<file path="config.mk">
export PLATFORM = sky130hd
export DESIGN_NAME = lsu_mem_master
export DESIGN_NICKNAME = d
export VERILOG_FILES = /design/src/rtl/lsu_mem_master.sv
export SDC_FILE = /design/constraint.sdc
export NUM_CORES = 1
export LEC_CHECK = 0
export CORE_MARGIN = 3
export CORE_UTILIZATION = 48
export CTS_BUF_LIST = sky130_fd_sc_hd__clkbuf_16
export CTS_CLUSTER_SIZE = 12
export DETAILED_ROUTE_END_ITERATION = 12
export GPL_TIMING_DRIVEN = 0
export PLACE_DENSITY = 0.92
export SLEW_MARGIN = 40
export SYNTH_ARGS = -nofsm -noshare
export SYNTH_HDL_FRONTEND = slang
export SYNTH_SLANG_ARGS = --single-unit
</file>
<file path="constraint.sdc">
create_clock -name clk -period 5.2 [get_ports clk]
set_input_delay 0.52 -clock clk [delete_from_list [all_inputs] [get_ports clk]]
set_output_delay 0.52 -clock clk [all_outputs]
set_load 0.005 [all_outputs]
</file>
<file path="src/rtl/lsu_mem_master.sv">
// Load/store initiator: byte/half/word CPU accesses onto a word-addressed single-port memory,
// with read-modify-write for sub-word stores. Optional MISALIGN_CHECK_EN enables the misaligned-access error path.
module lsu_mem_master #(
    parameter int DATA_WIDTH = 32,
    parameter int ADDR_WIDTH = 7
) (
    input  logic                  clk,
    input  logic                  rst_n,
    input  logic                  cpu_valid,
    output logic                  cpu_ready,
    input  logic                  cpu_we,
    input  logic [1:0]            cpu_size,
    input  logic                  cpu_unsigned,
    input  logic [31:0]           cpu_addr,
    input  logic [DATA_WIDTH-1:0] cpu_wdata,
    output logic                  cpu_done,
    output logic [DATA_WIDTH-1:0] cpu_rdata,
    output logic                  cpu_err,
    output logic                  mem_request,
    output logic                  mem_we,
    output logic [ADDR_WIDTH-1:0] mem_addr,
    output logic [DATA_WIDTH-1:0] mem_wdata,
    input  logic [DATA_WIDTH-1:0] mem_rdata,
    output logic [2:0]            dbg_state
);

    // Handshake: an access is taken on a rising edge where cpu_valid & cpu_ready are both high;
    // cpu_ready is high only in IDLE, and completion is signalled by a single-cycle cpu_done pulse.

`ifdef MISALIGN_CHECK_EN
    typedef enum logic [2:0] {S_IDLE, S_RD, S_RESP, S_MERGE, S_WR, S_ERR} state_e;
`else
    typedef enum logic [2:0] {S_IDLE, S_RD, S_RESP, S_MERGE, S_WR} state_e;
`endif

    state_e                  state_q, state_d;
    logic                    we_q;
    logic [1:0]              size_q;
    logic                    uns_q;
    logic [ADDR_WIDTH+1:0]   addr_q;
    logic [DATA_WIDTH-1:0]   wdata_q;
    logic [DATA_WIDTH-1:0]   merge_q;
    logic [DATA_WIDTH-1:0]   rdata_q;
    logic                    accept;
    logic [DATA_WIDTH-1:0]   load_val;
    logic [DATA_WIDTH-1:0]   merge_val;
    logic                    unused_addr_hi;

    assign unused_addr_hi = ^cpu_addr[31:ADDR_WIDTH+2];

    function automatic logic [31:0] extract_lane(input logic [31:0] word, input logic [1:0] size,
                                                 input logic [1:0] off, input logic uns);
        logic [7:0]  b;
        logic [15:0] h;
        b = word[{off, 3'b000} +: 8];
        h = off[1] ? word[31:16] : word[15:0];
        case (size)
            2'b00:   extract_lane = {{24{~uns & b[7]}}, b};
            2'b01:   extract_lane = {{16{~uns & h[15]}}, h};
            default: extract_lane = word;
        endcase
    endfunction

    function automatic logic [31:0] merge_lane(input logic [31:0] word, input logic [31:0] wd,
                                               input logic [1:0] size, input logic [1:0] off);
        logic [31:0] r;
        r = word;
        case (size)
            2'b00: r[{off, 3'b000} +: 8] = wd[7:0];
            2'b01: begin
                if (off[1]) r[31:16] = wd[15:0];
                else        r[15:0]  = wd[15:0];
            end
            default: r = wd;
        endcase
        merge_lane = r;
    endfunction

    assign load_val  = extract_lane(mem_rdata, size_q, addr_q[1:0], uns_q);
    assign merge_val = merge_lane(mem_rdata, wdata_q, size_q, addr_q[1:0]);
    assign accept    = cpu_valid & cpu_ready;

    // Memory-side outputs depend only on the latched op and state, never on live cpu_* inputs.
    assign mem_addr  = addr_q[ADDR_WIDTH+1:2];
    assign mem_wdata = size_q[1] ? wdata_q : merge_q;
    assign dbg_state = state_q;

    // Load data is presented combinationally during RESP and held from the register afterwards.
    assign cpu_rdata = (state_q == S_RESP) ? load_val : rdata_q;

    always_comb begin
        state_d     = state_q;
        cpu_ready   = 1'b0;
        cpu_done    = 1'b0;
        cpu_err     = 1'b0;
        mem_request = 1'b0;
        mem_we      = 1'b0;
        case (state_q)
            S_IDLE: begin
                cpu_ready = 1'b1;
                if (cpu_valid) begin
`ifdef MISALIGN_CHECK_EN
                    if (((cpu_size == 2'b01) && cpu_addr[0]) ||
                        (cpu_size[1] && (cpu_addr[1:0] != 2'b00)))
                        state_d = S_ERR;
                    else
`endif
                    if (!cpu_we)
                        state_d = S_RD;
                    else if (cpu_size[1])
                        state_d = S_WR;
                    else
                        state_d = S_RD;
                end
            end
            S_RD: begin
                mem_request = 1'b1;
                state_d     = we_q ? S_MERGE : S_RESP;
            end
            S_RESP: begin
                cpu_done = 1'b1;
                state_d  = S_IDLE;
            end
            S_MERGE: begin
                state_d = S_WR;
            end
            S_WR: begin
                mem_request = 1'b1;
                mem_we      = 1'b1;
                cpu_done    = 1'b1;
                state_d     = S_IDLE;
            end
`ifdef MISALIGN_CHECK_EN
            S_ERR: begin
                cpu_done = 1'b1;
                cpu_err  = 1'b1;
                state_d  = S_IDLE;
            end
`endif
            default: state_d = S_IDLE;
        endcase
    end

    always_ff @(posedge clk or negedge rst_n) begin
        if (!rst_n) state_q <= S_IDLE;
        else        state_q <= state_d;
    end

    always_ff @(posedge clk or negedge rst_n) begin
        if (!rst_n) begin
            we_q    <= 1'b0;
            size_q  <= 2'b00;
            uns_q   <= 1'b0;
            addr_q  <= '0;
            wdata_q <= '0;
            merge_q <= '0;
            rdata_q <= '0;
        end else begin
            if (accept) begin
                we_q    <= cpu_we;
                size_q  <= cpu_size;
                uns_q   <= cpu_unsigned;
                addr_q  <= cpu_addr[ADDR_WIDTH+1:0];
                wdata_q <= cpu_wdata;
            end
            if (state_q == S_RESP)  rdata_q <= load_val;
            if (state_q == S_MERGE) merge_q <= merge_val;
        end
    end

endmodule

</file>
==> results.md, run 1 <==
* Setup-failing EPs final at 0
* Most used DFF post-synth: dfrtp_1
* Vias in the first global route at 5570
* Critical path fanouts, max at 10
* Worst min path class: in2async
* Number of max-cap violations at 0
* Starting DRC count in detailed routing at 658
* Placed cell count at 905
* Run status: complete, no violations
* Clk_skew at 0.00802 ns
* Worst path required time at 4.68 ns
* Most frequent cells in the layout: clkdlybuf4s50_1 (156), dfrtp_1 (112), mux2_2 (77)
* Final hold vios at 0
* RR Endpoint: merge_q[21]
* Slew @ Worst Pin at 0.815 ns
* Final HPWL DP at 15.3 mm
* GR Overflow Total at 0
* Vias at 5654
* Placement row count at 40
* Core Footprint at 0.0121 sq mm
* # diodes at 0
* Cell area after synthesis at 0.00596 sq mm
* Flop-to-flop setup slack at 2.35 ns
* Drt total wl at 20.4 mm
* Area Overhead vs Synth at 35.5%
* Synth Instances at 579
* Number of flops mapped to enable cells by yosys at 0
* Mapped Nets at 687
* IO Pins at 182
* Fin crit share at 66.5%
* Fill cell count at 894
* First-pass GRT wire length at 32.0 mm
* Unrepaired setup endpoints after global routing: no
* Root buffer cell: clkbuf_16
* Fmax at 289 MHz
* Fin util at 66.9%
* Total setup buffers inserted after CTS at 0
* Worst-case reg-to-reg path depth at 7
* Die Area at 0.0138 sq mm
* Most common cell after layout, fill and taps aside: clkdlybuf4s50_1
* Drt drc at 0
* Antenna viol nets, final at 0
* Vias per Instance at 6.14
* Quantity of I/O buffers inserted on ports at 157
* Fraction of layout cells with a size suffix above 1 at 17.3%
* CTS tree: yes
* Post-synthesis async set-or-reset flop share at 100%
* WP data arrival at 2.94 ns
* Max VDD drop at 0.371 mV
* Routability cong. at 0.941
* Final Max Slew Viols at 0
* Final hold slack at 0.0743 ns
* Synth area leader: dfrtp_1
* Worst setup path end: cpu_rdata[6]
* Yosys top cell area share at 47.0%
* Reg2reg start: addr_q[1]
* Crit path kind: reg2out
* Avg WL per Cell at 22.1 um
* Area post-placement at 0.00777 sq mm
* Post-CTS Hold Buffers at 0
* Top cells by area, synth: dfrtp_1 (47%), mux2_2 (15%), nor2_1 (4.4%)
* Die X at 117 um
* Gr usage total at 29.4%
* Largest net degree at the start of global routing at 60
* Clock sinks at 112
* Synth Area per Inst at 10.3 sq um
* Min Tclk post-route at 3.46 ns
* Design Area, Final at 0.00807 sq mm
* Register area share after synthesis at 47.0%
* PwrDens at 655 mW/mm^2
* PostCTS Resize Cnt at 0
* Initial Util at 49.4%
* Clk slew on worst S/H paths at 0.07 ns
* DRT Pass-1 Iters at 5
* CP Launch Point: addr_q[1]
* Chip Height at 117 um
* Inserted Clock Buffers at 9
* CP Capture Type: output pin
* Post-Layout Cell Count at 921
* Syn. warnings at 0
* Worst-skew pair later-pin latency at 0.35 ns
* Clock Path Buffers at 2
* H-tree levels at 3
* Leakage at 3.24 nW
* Initial antenna violation count at 0
* Max-slew headroom at 45.1%
* Number of synthesized register bits at 112
* Worst setup SP type: register
* Count of different cell masters after synthesis at 50
* Final net count at 856
sequential cells by signal, indices dropped and copies added (netlist names):
name and count:
merge_q 32, rdata_q 32, wdata_q 32, addr_q 9
dbg_state 3, size_q 2, uns_q 1, we_q 1
critical path, cell delays in order, from the launching register on:
cell             delay (ns)
dfrtp_1                0.40
buf_2                  0.27
nor2b_1                0.41
clkbuf_1               0.40
a32oi_1                0.24
nor2_1                 0.18
a221o_1                0.18
clkdlybuf4s50_1        0.53
final cells by class:
type | count | area, sq um | area share (%)
Tap cell | 168 | 210 | 2.60
Timing Repair Buffer | 158 | 1600 | 19.9
Clock inverter | 7 | 70.1 | 0.868
Clock buffer | 9 | 225 | 2.79
Sequential cell | 112 | 2800 | 34.7
Inverter | 5 | 18.8 | 0.233
Buffer | 52 | 263 | 3.26
Multi-Input combinational cell | 410 | 2880 | 35.7
worst min-delay path by stage:
stage                   to  cells past startpoint
2_1_floorplan    addr_q[0]                      0
3_3_place_gp     addr_q[6]                      1
3_5_place_dp   rdata_q[26]                      1
4_1_cts        rdata_q[26]                      1
5_1_grt        rdata_q[29]                      1
6_report       rdata_q[24]                      1
synthesized netlist by cell type (2+ instances only):
cell type and n:
a221o_1 7, mux2i_1 10, a22oi_1 6, inv_1 3
o21ai_0 6, nor3b_2 2, mux2_2 77, a221oi_1 26
o21ai_1 2, nor3b_1 3, o2111ai_1 6, a32oi_1 9
or2_2 2, a21oi_1 31, o21bai_1 4, buf_4 11
mux2_1 7, nor3_1 4, dfrtp_1 112, nand2b_1 4
nor2_1 70, a31oi_1 13, a211oi_1 4, and2_1 4
nand3_1 45, buf_1 3, nor2b_1 2, clkbuf_1 22
nand2_1 45, buf_2 15, ha_1 5
per-layer routing:
layer  wire length (um)  global-route usage (%)  vias up
met5                  0                       0        -
met4                541                    9.38        0
li1                   -                       -     2456
met1               8110                    40.9     2767
met3               1900                    4.44       48
met2               9840                    47.8      383
kinds of logic (layout without fill, tap and decap cells):
family	Yosys count	in the layout	share of synthesized area [%]
fa+ha+maj	5	5	1.05
flops	112	112	47.0
compound gates	118	118	14.3
simple gates	191	191	14.9
other cells	1	1	0.0630
buf+inv	57	231	4.73
mux	95	95	17.9
per-stage QoR:
stage | total power, W | setup TNS, ns | setup WS, ns
after global placement | 0.00446 | -40.54 | -0.368
final | 0.00529 | 0 | 1.74
after floorplan | 0.00311 | 0 | 3.06
after global routing | 0.00559 | 0 | 1.64
after CTS | 0.00527 | 0 | 1.80
after detailed placement | 0.00455 | 0 | 1.87
report_power, final:
| group | total, W | leakage, nW | internal (W) | switching, W |
|---|---|---|---|---|
| clock | 0.000697 | 0.135 | 0.000373 | 0.000324 |
| combinational | 0.00295 | 1.79 | 0.00158 | 0.00137 |
| sequential | 0.00165 | 1.32 | 0.00129 | 0.000355 |
Power figures use the tool's default switching activity.
==> run 2, diff against run 1 <==
- clock period: 5.2 -> 3.3 ns (I/O delays scaled with it)
==> results.md, run 2 (synthesis gave the netlist of run 1 again) <==
* CP Capture Type: output pin
* Most frequent cells in the layout: clkdlybuf4s50_1 (156), dfrtp_1 (112), mux2_2 (77)
* Clk_skew at 0.00662 ns
* Initial antenna violation count at 0
* Crit path kind: reg2out
* Placed cell count at 905
* Routability cong. at 0.941
* Fill cell count at 891
* Largest net degree at the start of global routing at 60
* Setup Slack @ Placement at 0.347 ns
* Vias in the first global route at 5579
* Biggest regs: merge_q x32, rdata_q x32, wdata_q x32
* Run status: complete, no violations
* Die X at 117 um
* Avg WL per Cell at 22.1 um
* Quantity of I/O buffers inserted on ports at 157
* Initial Util at 49.4%
* # diodes at 0
* Root buffer cell: clkbuf_16
* Starting DRC count in detailed routing at 608
* H-tree levels at 3
* Post-route setup slack at 0.0668 ns
* Final HPWL DP at 15.3 mm
* Area Overhead vs Synth at 35.7%
* Max VDD drop at 0.585 mV
* Final net count at 857
* Vias per Instance at 6.11
* Worst-skew pair later-pin latency at 0.35 ns
* Vias at 5634
* Area of the multi-input gates at 0.00288 sq mm
* Antenna viol nets, final at 0
* DRT Pass-1 Iters at 5
* Max-slew headroom at 43.6%
* Clk slew on worst S/H paths at 0.07 ns
* Most common cell after layout, fill and taps aside: clkdlybuf4s50_1
* Final hold vios at 0
* Unrepaired setup endpoints after global routing: no
* Drt total wl at 20.4 mm
* Clock sinks at 112
* PwrDens at 1030 mW/mm^2
* Final Max Slew Viols at 0
* Fmax at 309 MHz
* Gr usage total at 29.5%
* IO Pins at 182
* CTS tree: yes
* Area occupied by registers at 0.00280 sq mm
* Total setup buffers inserted after CTS at 0
* Min Tclk post-route at 3.23 ns
* First-pass GRT wire length at 32.0 mm
* Fin crit share at 98.0%
* Worst setup SP type: register
* Setup-failing EPs final at 0
* Drt drc at 0
* Clock Path Buffers at 2
* Placement row count at 40
* Fraction of layout cells with a size suffix above 1 at 17.5%
* Number of max-cap violations at 0
* Post-Layout Cell Count at 922
* Inserted Clock Buffers at 9
* Critical path fanouts, max at 10
* Slew @ Worst Pin at 0.838 ns
* Die Area at 0.0138 sq mm
* Worst path required time at 2.97 ns
* GR Overflow Total at 0
* Leakage at 3.25 nW
* WP data arrival at 2.90 ns
* Core Footprint at 0.0121 sq mm
* Worst min path class: in2async
* Chip Height at 117 um
## run 2: cell types whose count changed in the layout (fill, tap and decap cells not counted), sizes merged
| cell | previous run | this run |
|---|---|---|
| dlygate4sd3 | 0 | 1 |
| clkbuf | 31 | 32 |
| buf | 32 | 31 |
## run 2: final timing paths
check / start / to / slack (ns) / cells past startpoint
worst max-delay path: addr_q[1] / cpu_rdata[9] / 0.07 / 6
worst min-delay path: rst_n / rdata_q[24] / 0.48 / 2
worst max register to register: addr_q[1] / merge_q[19] / 0.47 / 7
worst min register to register: addr_q[5] / addr_q[5] / 0.49 / 1
max in group asynchronous: rst_n / merge_q[8] / 2.20 / 3
min in group clk: addr_q[5] / addr_q[5] / 0.49 / 1
## run 2: layout make-up
type	count	area share (%)
multi-input combinational	410	35.6
sequential	112	34.7
timing repair buffer	159	20.0
buffer	52	3.28
clock buffer	9	2.79
tap	168	2.60
clock inverter	7	0.867
inverter	5	0.232
## run 2: power by group
part	leakage [nW]	switching [W]	internal [W]
registers	1.32	0.000559	0.00203
logic	1.80	0.00216	0.00249
clock network	0.135	0.000512	0.000588
## run 2: routing by layer
metal	up-vias	routed length, um	GRT usage [%]
met1	2781	8270	40.9
met5	-	0	0
met4	0	530	9.38
li1	2456	-	-
met2	352	9810	47.9
met3	45	1750	4.39
## run 2: critical path, cell delays in order (launching register included)
cell and delay (ns):
dfrtp_1 0.41, buf_2 0.21, buf_2 0.23, o21ai_0 0.70, a221oi_1 0.27, o21ai_1 0.20
clkdlybuf4s50_1 0.53
## run 2: per-stage QoR
stage	total power, W	util [%]	setup TNS (ns)	cell area (sq um)	hold slack, ns
4_1_cts	0.00831	67.0	0	8080	0.494
3_5_place_dp	0.00718	64.4	0	7770	0.280
6_report	0.00834	67.0	0	8080	0.482
2_1_floorplan	0.00490	-	0	5960	0.0344
3_3_place_gp	0.00703	64.2	-232.06	7740	0.470
5_1_grt	0.00881	67.0	0	8080	0.516
## run 2: what timing repair did
action                                  CTS  global route
endpoints found under the setup margin    0             6
hold buffers                              1             0
gates resized for setup                   0             3
hold endpoints to repair                 53             0
==> run 3, diff against run 2 <==
- SKIP_CTS_REPAIR_TIMING: not set -> 1
==> results of run 3 <==
Final layout, timing and power as in run 2 (identical DEF).
Among the figures that moved: via count of the first global-routing pass 5579 -> 5570; overall routing resource usage 29.5% -> 29.4%; met2 usage 47.9% -> 47.8%; met3 usage 4.39% -> 4.44%
